**config.mk**
```make
export PLATFORM = sky130hd
export DESIGN_NAME = agu_ld_sd_queue_flat
export DESIGN_NICKNAME = d
export VERILOG_FILES = /design/src/rtl/agu_ld_sd_queue_if.sv /design/src/rtl/agu_ld_sd_queue.sv /design/src/flat_wrapper.sv
export SDC_FILE = /design/constraint.sdc
export NUM_CORES = 1
export LEC_CHECK = 0
export ABC_AREA = 1
export BUFFER_PORTS_ARGS = -buffer_cell sky130_fd_sc_hd__buf_4
export CORE_ASPECT_RATIO = 1.2
export CORE_MARGIN = 3
export CORE_UTILIZATION = 55
export CTS_CLUSTER_DIAMETER = 60
export DETAILED_ROUTE_END_ITERATION = 10
export PLACE_DENSITY = 0.84
export SYNTH_ARGS = -nofsm -noshare
export SYNTH_HDL_FRONTEND = slang
export SYNTH_SLANG_ARGS = --single-unit
```
**constraint.sdc**
```tcl
create_clock -name clock -period 3.12 [get_ports clock]
set_input_delay 0.624 -clock clock [delete_from_list [all_inputs] [get_ports clock]]
set_output_delay 0.624 -clock clock [all_outputs]
set_load 0.02 [all_outputs]
```
**src/rtl/agu_ld_sd_queue_if.sv**
```systemverilog
// ---------------------------------------------------------------------------
// agu_ld_sd_queue_if
// Bundles the request-side and CDB-side signals of the ld/sd address unit.
//   Request side : in_valid/in_ready handshake, RY_data, imediate, reg_dest,
//                  is_store, RS_position, flush
//   CDB side     : cdb_req/cdb_grant handshake, ULA_output packet
//   Status       : err_dest pulse, count (FIFO occupancy)
// The slave modport is taken by the unit, the master modport by whoever
// drives requests and the arbiter grant.
// ---------------------------------------------------------------------------
interface agu_ld_sd_queue_if #(
  parameter int DATA_W = 16,
  parameter int IMM_W  = 4,
  parameter int ADDR_W = 10,
  parameter int NREGS  = 3,
  parameter int RS_W   = 2,
  parameter int DEPTH  = 2
);
  localparam int DEST_W = $clog2(NREGS + 1);
  localparam int PKT_W  = NREGS + RS_W + 1 + ADDR_W;
  localparam int CNT_W  = $clog2(DEPTH + 1);

  logic              in_valid;
  logic              in_ready;
  logic [DATA_W-1:0] RY_data;
  logic [IMM_W-1:0]  imediate;
  logic [DEST_W-1:0] reg_dest;
  logic              is_store;
  logic [RS_W-1:0]   RS_position;
  logic              flush;
  logic              cdb_req;
  logic              cdb_grant;
  logic [PKT_W-1:0]  ULA_output;
  logic              err_dest;
  logic [CNT_W-1:0]  count;

  modport slave (
    input  in_valid, RY_data, imediate, reg_dest, is_store, RS_position,
           flush, cdb_grant,
    output in_ready, cdb_req, ULA_output, err_dest, count
  );

  modport master (
    output in_valid, RY_data, imediate, reg_dest, is_store, RS_position,
           flush, cdb_grant,
    input  in_ready, cdb_req, ULA_output, err_dest, count
  );
endinterface

```
**src/rtl/agu_ld_sd_queue.sv**
```systemverilog
// ---------------------------------------------------------------------------
// agu_ld_sd_queue
// Load/store address-generation unit for the Tomasulo back end. Computes
// addr = RY_data + ext(imediate), wraps it into a CDB packet
// {dest_onehot, RS_position, UNIT_ID, addr}, queues it in a small FIFO and
// issues it to the CDB through a request/grant handshake.
// Ports:
//   clock   : rising-edge clock
//   reset_n : asynchronous active-low reset
//   bus     : agu_ld_sd_queue_if.slave (request, CDB and status signals)
// ---------------------------------------------------------------------------
module agu_ld_sd_queue #(
  parameter int DATA_W     = 16,
  parameter int IMM_W      = 4,
  parameter int ADDR_W     = 10,
  parameter int NREGS      = 3,
  parameter int RS_W       = 2,
  parameter int DEPTH      = 2,
  parameter bit IMM_SIGNED = 1'b0,
  parameter bit UNIT_ID    = 1'b0
) (
  input  logic                   clock,
  input  logic                   reset_n,
  agu_ld_sd_queue_if.slave       bus
);

  localparam int DEST_W = $clog2(NREGS + 1);
  localparam int PKT_W  = NREGS + RS_W + 1 + ADDR_W;
  localparam int CNT_W  = $clog2(DEPTH + 1);
  localparam int PTR_W  = (DEPTH > 1) ? $clog2(DEPTH) : 1;

  localparam logic [DEST_W-1:0] NREGS_D  = DEST_W'(NREGS);
  localparam logic [CNT_W-1:0]  DEPTH_C  = CNT_W'(DEPTH);
  localparam logic [PTR_W-1:0]  LAST_PTR = PTR_W'(DEPTH - 1);

  // ---------------------------------------------------------------------
  // Packet construction
  // ---------------------------------------------------------------------
  logic [DATA_W-1:0] w_imm_ext;
  logic [ADDR_W-1:0] w_addr;
  logic [NREGS-1:0]  w_dest_onehot;
  logic [PKT_W-1:0]  w_pkt;

  generate
    if (IMM_SIGNED) begin : g_imm_sext
      assign w_imm_ext = {{(DATA_W-IMM_W){bus.imediate[IMM_W-1]}}, bus.imediate};
    end else begin : g_imm_zext
      assign w_imm_ext = {{(DATA_W-IMM_W){1'b0}}, bus.imediate};
    end
  endgenerate

  // Sum is modulo 2^DATA_W and then truncated; both wraps are silent.
  assign w_addr = ADDR_W'(bus.RY_data + w_imm_ext);

  // MSB of the one-hot field is R0, so register r lands on bit NREGS-1-r.
  // Stores never write back, so the field stays zero for them.
  generate
    for (genvar gi = 0; gi < NREGS; gi++) begin : g_onehot
      assign w_dest_onehot[gi] = !bus.is_store &&
                                 (bus.reg_dest == DEST_W'(NREGS - 1 - gi));
    end
  endgenerate

  assign w_pkt = {w_dest_onehot, bus.RS_position, UNIT_ID, w_addr};

  // ---------------------------------------------------------------------
  // Handshake decode
  // ---------------------------------------------------------------------
  logic [CNT_W-1:0] r_count;
  logic [PTR_W-1:0] r_wr_ptr;
  logic [PTR_W-1:0] r_rd_ptr;
  logic             r_err_dest;
  logic [PKT_W-1:0] r_mem [DEPTH];

  logic w_in_ready;
  logic w_accept;
  logic w_dest_bad;
  logic w_push;
  logic w_pop;
  logic w_not_empty;

  // No pass-through when full: readiness depends only on registered count.
  assign w_in_ready  = (r_count < DEPTH_C);
  assign w_not_empty = (r_count != '0);
  assign w_accept    = bus.in_valid && w_in_ready;

  // A load to a non-existent register is consumed but never queued.
  assign w_dest_bad  = !bus.is_store && (bus.reg_dest >= NREGS_D);

  // Flush discards both sides of the FIFO for this edge.
  assign w_push = w_accept && !w_dest_bad && !bus.flush;
  assign w_pop  = w_not_empty && bus.cdb_grant && !bus.flush;

  // ---------------------------------------------------------------------
  // FIFO control state
  // ---------------------------------------------------------------------
  always_ff @(posedge clock or negedge reset_n) begin
    if (!reset_n) begin
      r_count    <= '0;
      r_wr_ptr   <= '0;
      r_rd_ptr   <= '0;
      r_err_dest <= 1'b0;
    end else begin
      // Error is reported even when the request is squashed by a flush.
      r_err_dest <= w_accept && w_dest_bad;

      if (bus.flush) begin
        r_count  <= '0;
        r_wr_ptr <= '0;
        r_rd_ptr <= '0;
      end else begin
        r_count <= r_count + CNT_W'(w_push) - CNT_W'(w_pop);
        if (w_push) begin
          r_wr_ptr <= (r_wr_ptr == LAST_PTR) ? '0 : r_wr_ptr + PTR_W'(1);
        end
        if (w_pop) begin
          r_rd_ptr <= (r_rd_ptr == LAST_PTR) ? '0 : r_rd_ptr + PTR_W'(1);
        end
      end
    end
  end

  // Packet storage carries no reset: entries are only observed while
  // count says they are valid.
  always_ff @(posedge clock) begin
    if (w_push) begin
      r_mem[r_wr_ptr] <= w_pkt;
    end
  end

  // ---------------------------------------------------------------------
  // Outputs
  // ---------------------------------------------------------------------
  assign bus.in_ready   = w_in_ready;
  assign bus.cdb_req    = w_not_empty;
  assign bus.ULA_output = w_not_empty ? r_mem[r_rd_ptr] : '1;
  assign bus.err_dest   = r_err_dest;
  assign bus.count      = r_count;

endmodule

```
**src/flat_wrapper.sv**
```systemverilog
// flat-port wrapper written by rule: the top's interface ports become plain ports
module agu_ld_sd_queue_flat 
#(
  parameter int DATA_W     = 16,
  parameter int IMM_W      = 4,
  parameter int ADDR_W     = 10,
  parameter int NREGS      = 3,
  parameter int RS_W       = 2,
  parameter int DEPTH      = 2,
  parameter bit IMM_SIGNED = 1'b0,
  parameter bit UNIT_ID    = 1'b0
)
  (clock, reset_n, bus_in_valid, bus_RY_data, bus_imediate, bus_reg_dest, bus_is_store, bus_RS_position, bus_flush, bus_cdb_grant, bus_in_ready, bus_cdb_req, bus_ULA_output, bus_err_dest, bus_count);
  agu_ld_sd_queue_if #(.DATA_W(DATA_W), .IMM_W(IMM_W), .ADDR_W(ADDR_W), .NREGS(NREGS), .RS_W(RS_W), .DEPTH(DEPTH)) bus_i ();
  input  logic clock;
  input  logic reset_n;
  input wire logic [$bits(bus_i.in_valid)-1:0] bus_in_valid;
  input wire logic [$bits(bus_i.RY_data)-1:0] bus_RY_data;
  input wire logic [$bits(bus_i.imediate)-1:0] bus_imediate;
  input wire logic [$bits(bus_i.reg_dest)-1:0] bus_reg_dest;
  input wire logic [$bits(bus_i.is_store)-1:0] bus_is_store;
  input wire logic [$bits(bus_i.RS_position)-1:0] bus_RS_position;
  input wire logic [$bits(bus_i.flush)-1:0] bus_flush;
  input wire logic [$bits(bus_i.cdb_grant)-1:0] bus_cdb_grant;
  output wire logic [$bits(bus_i.in_ready)-1:0] bus_in_ready;
  output wire logic [$bits(bus_i.cdb_req)-1:0] bus_cdb_req;
  output wire logic [$bits(bus_i.ULA_output)-1:0] bus_ULA_output;
  output wire logic [$bits(bus_i.err_dest)-1:0] bus_err_dest;
  output wire logic [$bits(bus_i.count)-1:0] bus_count;
  assign bus_i.in_valid = bus_in_valid;
  assign bus_i.RY_data = bus_RY_data;
  assign bus_i.imediate = bus_imediate;
  assign bus_i.reg_dest = bus_reg_dest;
  assign bus_i.is_store = bus_is_store;
  assign bus_i.RS_position = bus_RS_position;
  assign bus_i.flush = bus_flush;
  assign bus_i.cdb_grant = bus_cdb_grant;
  assign bus_in_ready = bus_i.in_ready;
  assign bus_cdb_req = bus_i.cdb_req;
  assign bus_ULA_output = bus_i.ULA_output;
  assign bus_err_dest = bus_i.err_dest;
  assign bus_count = bus_i.count;
  agu_ld_sd_queue #(.DATA_W(DATA_W), .IMM_W(IMM_W), .ADDR_W(ADDR_W), .NREGS(NREGS), .RS_W(RS_W), .DEPTH(DEPTH), .IMM_SIGNED(IMM_SIGNED), .UNIT_ID(UNIT_ID)) u_core (.clock(clock), .reset_n(reset_n), .bus(bus_i));
endmodule
```
==> results.json <==
{
  "die-area_sq_um": 3920,
  "irDropWorstVdd_mv": 0.405,
  "grt_setup_unrepaired": "false",
  "first_global_vias": 1385,
  "dp_hpwl_mm": 2.53,
  "maxSlewViolCount": 0,
  "worst-setup-path-type": "register to output port",
  "critical_path_buf_inv_count": 2,
  "holdWs_ns": 0.0739,
  "synth_xor_area_share_pct": 2.99,
  "num_antenna_cells": 0,
  "syn_inst": 178,
  "slew_headroom_pct": 61.6,
  "leakage_uw": 0.000975,
  "synth_edf_count": 30,
  "cts_max_level": 2,
  "fin_util_pct": 74.5,
  "cts.sinks": 35,
  "finClkSkew_ns": 0.00873,
  "drv_cap": 0,
  "yosys.area.top_type_share_pct": 51.2,
  "antenna_found_initial": 0,
  "die_h_microns": 68.0,
  "hp-class": "primary input to async pin",
  "netSwitchingPower_uw": 406,
  "ys_top_cells_by_count": "56 x nand2_1, 30 x edfxtp_1, 25 x nand3_1",
  "critPathRequiredTime_ns": 2.50,
  "clkTransAtPathRegs_ns": 0.10,
  "num-nets-final": 263,
  "grt_pass1_wl_mm": 5.42,
  "post_cts_resized": 0,
  "synth_area_leaders": "edfxtp_1 51%, nand2_1 12%, dfrtp_1 7.1%",
  "synth_top_family_by_area": "simple AND/OR/NAND/NOR gates",
  "io_pins": 51,
  "grtUsageTotal_pct": 18.7,
  "cts_setup_buffers": 0,
  "combPwrFrac_pct": 34.1,
  "cp_max_fo": 17,
  "synth_cell_types": 22,
  "status": "completed",
  "synth_compound_gate_area_share_pct": 0.853,
  "setup_viol": 0,
  "cpPeakStageDelay_ns": 0.68,
  "worst_pin_slew_ns": 0.575,
  "async_flop_share_pct": 14.3,
  "place_congestion": 0.764,
  "arrival_ns": 1.67,
  "synth_largest_area_cell": "edfxtp_1",
  "vias_per_cell": 5.27,
  "synth_area_sq_um": 1760,
  "start_util_pct": 60.3,
  "synthMostInstantiatedCell": "nand2_1",
  "setup_tns_ns": 0,
  "ys.flop_type": "edfxtp_1",
  "hold_viol_final": 0,
  "cpLargestDelayFamily": "flip-flops",
  "wire_per_inst_microns": 12.1,
  "worst_slack_ns": 0.830,
  "switching_share_pct": 33.8,
  "cp_cell_sequence": "inv_2 > nand2_1 > nand3_1 > buf_4",
  "fin_crit_sh_pct": 73.4,
  "yosysSeqAreaShare_pct": 58.3,
  "totalWireLength_mm": 3.16,
  "detail-route-antenna-nets": 0,
  "drt_iter0_markers": 38,
  "synth_seq_cells": 35,
  "yosys_warnings": 0,
  "grt_max_degree": 18,
  "p_int_uw": 794,
  "post-route-min-period_ns": 2.29,
  "synth_nets": 215,
  "dr.pass1.iters": 4,
  "synthMuxAreaShare_pct": 0,
  "synth-adder-area-share_pct": 5.41,
  "cts_tree": "done",
  "cp-end-kind": "output port",
  "drc_errors": 0,
  "cts-hold-fix-buffers": 0,
  "seqPwrFrac_pct": 47.8,
  "coreArea_sq_um": 2920,
  "clock_latency_ns": 0.33,
  "root_buffer": "clkbuf_4",
  "die_w_microns": 57.6,
  "power_density_nw_per_um2": 552,
  "place_ws_ns": 1.09,
  "fillCellCount": 209,
  "cts_buffers": 5,
  "drive_above_1_share_pct": 29.1,
  "synthSimpleGateAreaFrac_pct": 26.7,
  "num_vias": 1376,
  "avgSynthCellArea_sq_um": 9.88,
  "fmax_ghz": 0.437,
  "grt_remaining_overflow": 0,
  "clkPwrFrac_pct": 18.2,
  "io_buffer_count": 44,
  "crit_slowest_cell": "dfrtp_1",
  "start_kind": "register",
  "area_growth_pct": 23.5,
  "rows": 21,
  "cts.path.max_buffers": 2
}
-- layout make-up --
type,count,area [sq um],share of cell area [%]
Clock buffer,6,41.3,1.90
Clock inverter,2,12.5,0.576
Inverter,20,75.1,3.45
Multi-Input combinational cell,119,638,29.4
Sequential cell,35,1030,47.2
Tap cell,34,42.5,1.96
Timing Repair Buffer,45,338,15.5
-- layout by cell type (no fill, tap or decap), drive strengths merged --
master | Yosys | final
a21oi | 2 | 2
buf | 4 | 45
clkbuf | 0 | 6
clkinv | 0 | 1
clkinvlp | 0 | 1
dfrtp | 5 | 5
edfxtp | 30 | 30
fa | 1 | 1
ha | 6 | 6
inv | 20 | 20
nand2 | 60 | 60
nand3 | 28 | 28
nand4 | 2 | 2
nor2 | 10 | 10
nor3 | 2 | 2
nor3b | 1 | 1
o21ai | 1 | 1
xnor2 | 3 | 3
xor2 | 3 | 3
-- sequential cells by signal (all words and copies together) (netlist names) --
signal and flops:
u_core.bus.count 2, u_core.r_wr_ptr 1, u_core.bus.err_dest 1, u_core.r_rd_ptr 1
u_core.r_mem 30
-- final timing paths --
kind                       depth (start not counted)           startpoint  slack, ns                   to
setup / recovery                                   4      u_core.r_rd_ptr       0.83    bus_ULA_output[6]
hold / removal                                     1              reset_n       0.07      u_core.r_rd_ptr
setup reg to reg                                   5  u_core.bus.count[1]       1.41   u_core.r_mem[0][1]
hold reg to reg                                    2      u_core.r_wr_ptr       0.55      u_core.r_wr_ptr
max in group asynchronous                          1              reset_n       2.94  u_core.bus.count[1]
min in group clock                                 1   bus_RS_position[0]       0.48  u_core.r_mem[0][10]
-- through the flow --
step	power (uW)	area (sq um)	cells
2_1_floorplan	832	1760	178
3_3_place_gp	979	2120	253
3_5_place_dp	995	2120	253
4_1_cts	1210	2170	261
5_1_grt	1280	2170	261
6_report	1200	2170	261
-- power groups by stage --
stage | Combinational, uW | Sequential (uW) | Clock [uW]
2_1_floorplan | 254 | 578 | 0
3_3_place_gp | 398 | 582 | 0
3_5_place_dp | 411 | 584 | 0
4_1_cts | 412 | 573 | 228
5_1_grt | 451 | 576 | 251
6_report | 409 | 573 | 218
-- cells by family (layout without fill, tap and decap cells) --
group / Yosys count / in the layout
flip-flops: 35 / 35
AND/OR/NAND/NOR: 103 / 103
buffers and inverters: 24 / 73
AO/OA/AOI/OAI: 3 / 3
XOR/XNOR: 6 / 6
adder cells (fa/ha/maj): 7 / 7
-- routing by layer --
metal  global-route usage [%]  up-vias  wire (microns)
li1                         -      686               -
met1                     16.7      639            1100
met2                     36.0       41            1780
met3                     5.09       10             198
met4                     12.5        0              90
met5                        0        -               0
-- worst reg2reg max path: cells and delay by family (launching register included) --
kind | cells | cell delay (ns)
buf+inv | 2 | 0.56
simple gates | 3 | 0.36
flops | 1 | 0.44
Note: power is estimated with default switching activity, not from simulation.
